`config.mk`:
```
export PLATFORM = sky130hd
export DESIGN_NAME = pwm_cfg_ctrl_flat
export DESIGN_NICKNAME = d
export VERILOG_FILES = /design/src/rtl/pwm_cfg_ctrl_if.sv /design/src/rtl/pwm_cfg_ctrl.sv /design/src/flat_wrapper.sv
export SDC_FILE = /design/constraint.sdc
export NUM_CORES = 1
export LEC_CHECK = 0
export ABC_CLOCK_PERIOD_IN_PS = 2700
export CAP_MARGIN = 30
export CORE_UTILIZATION = 36
export CTS_BUF_LIST = sky130_fd_sc_hd__clkbuf_8 sky130_fd_sc_hd__clkbuf_16
export DETAILED_ROUTE_END_ITERATION = 10
export RECOVER_POWER = 100
export SYNTH_ARGS = -nofsm -noshare
export SYNTH_HDL_FRONTEND = slang
export SYNTH_SLANG_ARGS = --single-unit
```
`constraint.sdc`:
```
create_clock -name clk -period 2.7 [get_ports clk]
set_input_delay 0.54 -clock clk [delete_from_list [all_inputs] [get_ports clk]]
set_output_delay 0.54 -clock clk [all_outputs]
set_load 0.01 [all_outputs]
```
`src/rtl/pwm_cfg_ctrl_if.sv`:
```
// Configuration handshake bundle between a register front-end and pwm_cfg_ctrl.
// A transfer happens on any cycle where cfg_valid and cfg_ready are both high.
interface pwm_cfg_ctrl_if;
  logic        cfg_valid;
  logic        cfg_ready;
  logic [15:0] cfg_period;
  logic [7:0]  cfg_prescale;
  logic [15:0] cfg_compare;
  logic        cfg_upnotdown;
  logic        cfg_immediate;

  modport master (
    output cfg_valid, cfg_period, cfg_prescale, cfg_compare, cfg_upnotdown, cfg_immediate,
    input  cfg_ready
  );

  modport slave (
    input  cfg_valid, cfg_period, cfg_prescale, cfg_compare, cfg_upnotdown, cfg_immediate,
    output cfg_ready
  );
endinterface

```
`src/rtl/pwm_cfg_ctrl.sv`:
```
// PWM counter configuration/sequencing controller: shadow/active register banks,
// glitch-free commit at a counter wrap (or on demand), and start/stop sequencing.
module pwm_cfg_ctrl (
  input  logic               clk,
  input  logic               rst,
  input  logic               start,
  input  logic               stop,
  pwm_cfg_ctrl_if.slave      cfg,
  input  logic [15:0]        count_val,
  output logic               en,
  output logic               count_reset,
  output logic [15:0]        period,
  output logic [7:0]         prescale,
  output logic               upnotdown,
  output logic [15:0]        compare,
  output logic               update_done,
  output logic               period_evt,
  output logic               running
);

  typedef enum logic [2:0] {IDLE, START, RUN, PEND, COMMIT, STOP} state_t;

  typedef struct packed {
    logic [15:0] period;
    logic [7:0]  prescale;
    logic [15:0] compare;
    logic        upnotdown;
  } bank_t;

  localparam bank_t BANK_RST = '{period: 16'd0, prescale: 8'd0, compare: 16'd0, upnotdown: 1'b1};

  state_t      state, nxt;
  bank_t       shadow, active, cfg_bank;
  logic        imm_flag, first_run;
  logic [15:0] count_d;
  logic        ready, hs, wrap_raw, wrap, load_direct, commit_shadow;

  assign cfg_bank = '{period:    cfg.cfg_period,
                      prescale:  cfg.cfg_prescale,
                      compare:   cfg.cfg_compare,
                      upnotdown: cfg.cfg_upnotdown};

  assign ready         = (state == IDLE) || (state == RUN);
  assign cfg.cfg_ready = ready;
  assign hs            = cfg.cfg_valid && ready;

  // The first RUN cycle after a clear sees a stale count_d, so it is masked.
  always_comb begin
    wrap_raw = 1'b0;
    if (active.upnotdown) wrap_raw = (count_d == active.period) && (count_val == 16'd0);
    else                  wrap_raw = (count_d == 16'd0) && (count_val == active.period);
    wrap = wrap_raw && (active.period != 16'd0) &&
           (((state == RUN) && !first_run) || (state == PEND));
  end

  assign period_evt = wrap;

  always_comb begin
    nxt = state;
    case (state)
      IDLE:    if (start && !stop) nxt = START;
      START:   nxt = RUN;
      RUN:     if (hs) nxt = PEND;
      PEND:    if (wrap || imm_flag || (active.period == 16'd0)) nxt = COMMIT;
      COMMIT:  nxt = RUN;
      STOP:    nxt = IDLE;
      default: nxt = IDLE;
    endcase
    if (stop && (state inside {START, RUN, PEND, COMMIT})) nxt = STOP;
  end

  // Leaving PEND, whether to COMMIT or to STOP, always commits the shadow.
  assign load_direct   = (state == IDLE) && hs;
  assign commit_shadow = (state == PEND) && ((nxt == COMMIT) || (nxt == STOP));

  always_ff @(posedge clk) begin
    if (rst) begin
      state       <= IDLE;
      shadow      <= '0;
      active      <= BANK_RST;
      imm_flag    <= 1'b0;
      first_run   <= 1'b0;
      count_d     <= 16'd0;
      update_done <= 1'b0;
      en          <= 1'b0;
      count_reset <= 1'b0;
      running     <= 1'b0;
    end else begin
      state   <= nxt;
      count_d <= count_val;
      if (hs) shadow <= cfg_bank;
      if ((state == RUN) && hs) imm_flag <= cfg.cfg_immediate;
      if (load_direct)        active <= cfg_bank;
      else if (commit_shadow) active <= shadow;
      update_done <= load_direct || commit_shadow;
      en          <= nxt inside {RUN, PEND, COMMIT};
      count_reset <= nxt inside {START, COMMIT, STOP};
      running     <= nxt inside {START, RUN, PEND, COMMIT};
      first_run   <= (state == START) || (state == COMMIT);
    end
  end

  assign period    = active.period;
  assign prescale  = active.prescale;
  assign compare   = active.compare;
  assign upnotdown = active.upnotdown;

endmodule

```
`src/flat_wrapper.sv`:
```
// flat-port wrapper written by rule: the top's interface ports become plain ports
module pwm_cfg_ctrl_flat 
  (clk, rst, start, stop, count_val, en, count_reset, period, prescale, upnotdown, compare, update_done, period_evt, running, cfg_cfg_valid, cfg_cfg_period, cfg_cfg_prescale, cfg_cfg_compare, cfg_cfg_upnotdown, cfg_cfg_immediate, cfg_cfg_ready);
  pwm_cfg_ctrl_if cfg_i ();
  input  logic clk;
  input  logic rst;
  input  logic start;
  input  logic stop;
  input  logic [15:0] count_val;
  output logic en;
  output logic count_reset;
  output logic [15:0] period;
  output logic [7:0] prescale;
  output logic upnotdown;
  output logic [15:0] compare;
  output logic update_done;
  output logic period_evt;
  output logic running;
  input wire logic [$bits(cfg_i.cfg_valid)-1:0] cfg_cfg_valid;
  input wire logic [$bits(cfg_i.cfg_period)-1:0] cfg_cfg_period;
  input wire logic [$bits(cfg_i.cfg_prescale)-1:0] cfg_cfg_prescale;
  input wire logic [$bits(cfg_i.cfg_compare)-1:0] cfg_cfg_compare;
  input wire logic [$bits(cfg_i.cfg_upnotdown)-1:0] cfg_cfg_upnotdown;
  input wire logic [$bits(cfg_i.cfg_immediate)-1:0] cfg_cfg_immediate;
  output wire logic [$bits(cfg_i.cfg_ready)-1:0] cfg_cfg_ready;
  assign cfg_i.cfg_valid = cfg_cfg_valid;
  assign cfg_i.cfg_period = cfg_cfg_period;
  assign cfg_i.cfg_prescale = cfg_cfg_prescale;
  assign cfg_i.cfg_compare = cfg_cfg_compare;
  assign cfg_i.cfg_upnotdown = cfg_cfg_upnotdown;
  assign cfg_i.cfg_immediate = cfg_cfg_immediate;
  assign cfg_cfg_ready = cfg_i.cfg_ready;
  pwm_cfg_ctrl u_core (.clk(clk), .rst(rst), .start(start), .stop(stop), .cfg(cfg_i), .count_val(count_val), .en(en), .count_reset(count_reset), .period(period), .prescale(prescale), .upnotdown(upnotdown), .compare(compare), .update_done(update_done), .period_evt(period_evt), .running(running));
endmodule
```
Word-level counts from Yosys, hierarchy flattened
Cells that the tools add are included.
{"block": "totals", "regBits": 107, "input_bits": 63, "output_inout_bits": 47, "word_cells": 66}
{"block": "classes", "n_eq_ne": 11, "mux": 8, "reduce_logical": 31}
{"operator": "2-to-1 mux 41 bit", "n": 2}
{"operator": "zero test 16 bit", "n": 3}
{"operator": "equality test 16 bit", "n": 2}
{"operator": "nonzero test 16 bit", "n": 1}
{"operator": "equality test 3 x 2 -> 1 bit (second input constant)", "n": 4}
{"operator": "2-to-1 mux 3 bit", "n": 4}
{"operator": "one-hot mux 3 bit (4 select lines)", "n": 1}
{"operator": "logical AND 1 bit", "n": 11}
{"operator": "equality test 3 bit (second input constant)", "n": 3}
{"operator": "nonzero test 4 bit", "n": 2}
{"operator": "logical OR 1 bit", "n": 7}
{"operator": "equality test 3 x 1 -> 1 bit (second input constant)", "n": 2}
{"operator": "nonzero test 3 bit", "n": 2}
{"operator": "zero test 3 bit", "n": 1}
{"operator": "zero test 1 bit", "n": 2}
{"operator": "nonzero test 2 bit", "n": 1}
{"operator": "OR reduction 2 bit", "n": 1}
{"operator": "2-to-1 mux 1 bit", "n": 1}

Longest topological paths before layout
{"block": "logic_depth", "depth_word": 15, "depth_mapped": 9}

Worst setup path before layout
No wires, ideal clock.
{"block": "synth_path", "path_kind": "in2reg", "startpoint": "input count_val[2]", "endpoint": "register u_core.active, in the netlist u_core.compare[0]", "setup_time_ns": 0.121, "arrival_ns": 2.188, "t_required_ns": 2.579, "slack_ns": 0.390, "path_stages": 8, "n_path_buf": 2, "cell_sequence": "nor4_1 > nand2_1 > nor4_1 > a22oi_1 > a221o_1 > buf_6 > buf_6 > mux2_4"}
{"block": "synth_between", "elab_chain_cells": 14}
{"item": "from (decl)", "line": "flat_wrapper.sv:9", "source": "input logic [15:0] count_val;"}
{"item": "equality test 16 bit / zero test 16 bit (equally long branches)", "line": "pwm_cfg_ctrl.sv:51, pwm_cfg_ctrl.sv:50"}
{"item": "logical AND 1 bit (on tied branches)", "line": "pwm_cfg_ctrl.sv:51, pwm_cfg_ctrl.sv:50"}
{"item": "2-to-1 mux 1 bit (*)", "line": "pwm_cfg_ctrl.sv:50", "source": "if (active.upnotdown) wrap_raw = (count_d == active.period) && (count_val == 16'd0);"}
{"item": "logical AND 1 bit (*) (2 in series)", "line": "pwm_cfg_ctrl.sv:52", "source": "wrap = wrap_raw && (active.period != 16'd0) &&"}
{"item": "logical OR 1 bit (*) (2 in series)", "line": "pwm_cfg_ctrl.sv:64", "source": "PEND: if (wrap || imm_flag || (active.period == 16'd0)) nxt = COMMIT;"}
{"item": "2-to-1 mux 3 bit (*)", "line": "pwm_cfg_ctrl.sv:64"}
{"item": "one-hot mux 3 bit (4 select lines) (*)", "line": "pwm_cfg_ctrl.sv:60", "source": "case (state)"}
{"item": "2-to-1 mux 3 bit (*)", "line": "pwm_cfg_ctrl.sv:69", "source": "if (stop && (state inside {START, RUN, PEND, COMMIT})) nxt = STOP;"}
{"item": "equality test 3 bit", "line": "pwm_cfg_ctrl.sv:74", "source": "assign commit_shadow = (state == PEND) && ((nxt == COMMIT) || (nxt == STOP));"}
{"item": "logical OR 1 bit (*)", "line": "pwm_cfg_ctrl.sv:74"}
{"item": "logical AND 1 bit (*)", "line": "pwm_cfg_ctrl.sv:74"}
{"item": "nonzero test 2 bit (no source line) (*)"}
{"item": "to (signal assigned)", "line": "pwm_cfg_ctrl.sv:93", "source": "if (load_direct) active <= cfg_bank;"}
{"item": "to (signal assigned)", "line": "pwm_cfg_ctrl.sv:94", "source": "else if (commit_shadow) active <= shadow;"}
{"item": "to (decl)", "line": "pwm_cfg_ctrl.sv:33", "source": "bank_t shadow, active, cfg_bank;"}
Mark *: on every way between the ends. The rest lies on a longest branch, timed or not.
A chain may end at the register's enable or synchronous reset.

Final worst setup path
{"block": "layout_path", "startpoint": "input count_val[1]", "endpoint": "register u_core.active, in the netlist u_core.compare[15]"}
Same word-level chain as after synthesis.

==> flow_summary.ini <==
[drt]
drt_iter0_markers = 316
first_pass_iters = 4
routedWlPerCell_um = 15.7
num_vias = 4451
viasPerCell = 5.00
routed_wl_um = 14000
drc_errors = 0
antenna_left = 0

[setup_path]
required_ps = 2940
path_buf_inv = 3
cp_max_fo = 7
crit_path_cell_trace = clkdlybuf4s50_1 -> nor2_1 -> nand3_1 -> nor4_2 -> a22oi_2 -> clkbuf_2 -> a221o_4 -> clkbuf_16 -> mux2_4
critPathMaxStageDelay_ps = 480
crit_slowest_cell = clkdlybuf4s50_1
worst-setup-path-type = input port to register
startpoint_type = input port
cp_top_family = buffers and inverters
cp.arrival_ps = 2820
end_kind = register

[job]
max_cap_viol_count = 1

[floorplanning]
core_um2 = 13500
initial_utilization_pct = 37.4
ioPinCount = 110
die_y_um = 120
chipWidth_um = 120
rows = 42
dieArea_um2 = 14500

[sta]
setup_violations = 0
rsz0062_at_grt = no
layout_min_cycle_time_ps = 2580
worstMarginPinSlew_ps = 1970
maxSlewViolCount = 39
relSlewSlack_pct = -31.5
finalHoldViolCount = 0
finalSetupTns_ps = 0
fin_skew_ps = 7.22
fmax_mhz = 387
timing.final.crit_share_pct = 95.6

[hold_path]
hold_class = register to register

[clocking]
cts_buffers = 9
hold_buffers = 0
root_buffer = clkbuf_16
cts.htree.levels = 3
cts_tree = done
ctsLongestPathBuffers = 2
cts_sinks = 107
clk_pin_slew_ps = 70
insertion_delay_ps = 350
post_cts_buffers = 0

[cells_and_area]
fin_util_pct = 51.1
stdcell_area_um2 = 6870
fin_nets = 773
drive_gt1_share_pct = 13.1
num_antenna_cells = 0
fin_cells = 891
area_growth_pct = 36.5

[yosys]
synth_seq_area_share_pct = 42.6
syn_nets = 666
syn_area_um2 = 5030
avgSynthCellArea_um2 = 8.35
ys_types = 29
yosys-top-cells-area = dfxtp_1, nand2_1, mux2_4
postSynthCellCount = 603
synth-async-reset-ratio_pct = 0
synth_ff_type = dfxtp_1
yosysTopAreaCellShare_pct = 42.6
yosys.area.top_type = dfxtp_1
synth_seq_cells = 107
yosysMostFrequentCell = nand2_1
synth_edf_count = 0
netlist_top_cells_count = nand2_1, dfxtp_1, a21oi_1
synth_warnings = 0

[power]
power.internal_uw = 3230
power.share.clock_pct = 29.8
p_seq_share_pct = 40.5
p_leak_uw = 0.00279
comb_power_share_pct = 29.7
power_switching_uw = 1390
fin_total_pwr_uw = 4620
peakVddDrop_mv = 0.383
p_sw_share_pct = 30.1
power_density_nw_per_um2 = 672

[outcome]
status = complete, but fails checks
violations = max-capacitance violations, max-slew violations

[global_route]
grt_first_pass_wirelength_um = 21200
grt_max_degree = 45
groute.usage.overall_pct = 18.7
first_global_vias = 4191
antenna_found_initial = 0
grt-ovfl-total = 0

[placement]
dpl_cell_area_um2 = 6380
io_buffers = 109
gp_congestion = 0.886
hpwl_um = 8740
dp_cells = 869
-- stage by stage --
step,hold slack [ps],worst slack (ps)
2_1_floorplan,437,390
6_report,456,118
3_3_place_gp,442,-409
4_1_cts,457,23.4
3_5_place_dp,447,-403
5_1_grt,472,8.22
-- placed cells by master, fill, tap and decap left out, types with 12 or more instances in the layout --
cell type and n:
dlygate4sd3_1 46, mux2_4 37, dfxtp_1 107, nor2b_1 59, a21oi_1 85, xnor2_1 29
buf_4 17, clkbuf_16 12, clkdlybuf4s50_1 56, nor2_1 12, nand2_1 175
-- path summary, 6_finish.rpt --
kind	from	end	slack [ps]	cells past startpoint
setup reg to reg	u_core.period[3]$_SDFFE_PP0P_	u_core.compare[15]$_SDFFE_PP0P_	200	8
hold / removal	u_core.shadow[15]$_SDFFE_PP0P_	u_core.shadow[15]$_SDFFE_PP0P_	460	2
setup / recovery	count_val[1]	u_core.compare[15]$_SDFFE_PP0P_	120	9
hold reg to reg	u_core.shadow[15]$_SDFFE_PP0P_	u_core.shadow[15]$_SDFFE_PP0P_	460	2
-- worst register-to-register path, cell delays in order, from the launching register on --
cell and delay (ps):
dfxtp_1 490, xnor2_1 200, nand3_1 150, nor4_2 310, a22oi_2 130, clkbuf_2 150, a221o_4 460, clkbuf_16 210
mux2_4 300
-- power groups by stage --
stage	sequential, µW	clock (µW)	combinational, µW
after floorplan	1910	0	770
after global placement	1910	0	1240
after detailed placement	1910	0	1260
after CTS	1870	1430	1270
after global routing	1890	1490	1490
final	1870	1380	1370
-- layer usage --
metal	vias to the layer above	part of all wire, %	GRT usage, %
met4	0	0.74	4.48
met2	133	46	30.0
met1	2108	47	24.7
met5	-	0	0
met3	10	6.0	5.42
li1	2200	-	-
-- area by class of cell --
class	instances	area, µm²
Fill cell	1304	6580
Multi-Input combinational cell	452	2770
Sequential cell	107	2140
Timing Repair Buffer	138	1420
Clock buffer	9	225
Tap cell	176	220
Clock inverter	7	85.1
Inverter	2	7.51
-- state kept, by name, summed over array words and instances (netlist names) --
name and cells:
u_core.shadow 41, u_core.compare 16, u_core.count_d 16, u_core.period 16, u_core.prescale 8, u_core.state 3, u_core.count_reset 1, u_core.en 1
u_core.first_run 1, u_core.imm_flag 1, u_core.running 1, u_core.update_done 1, u_core.upnotdown 1
-- timing repair --
item                                    4_1_cts  5_1_grt
gates cloned                                  0        6
endpoints found under the setup margin       41       41
resized for setup                             6       15
pin swaps                                     3        8
-- logic make-up after synthesis --
| logic type | share of synthesized area [%] |
|---|---|
| DFF | 42.6 |
| buffers and inverters | 4.03 |
| AOI/OAI and AO/OA | 9.89 |
| muxes | 12.0 |
| and+or+nand+nor | 25.6 |
| xor gates and xnor gates | 5.92 |
Note: power is estimated with default switching activity, not from simulation.
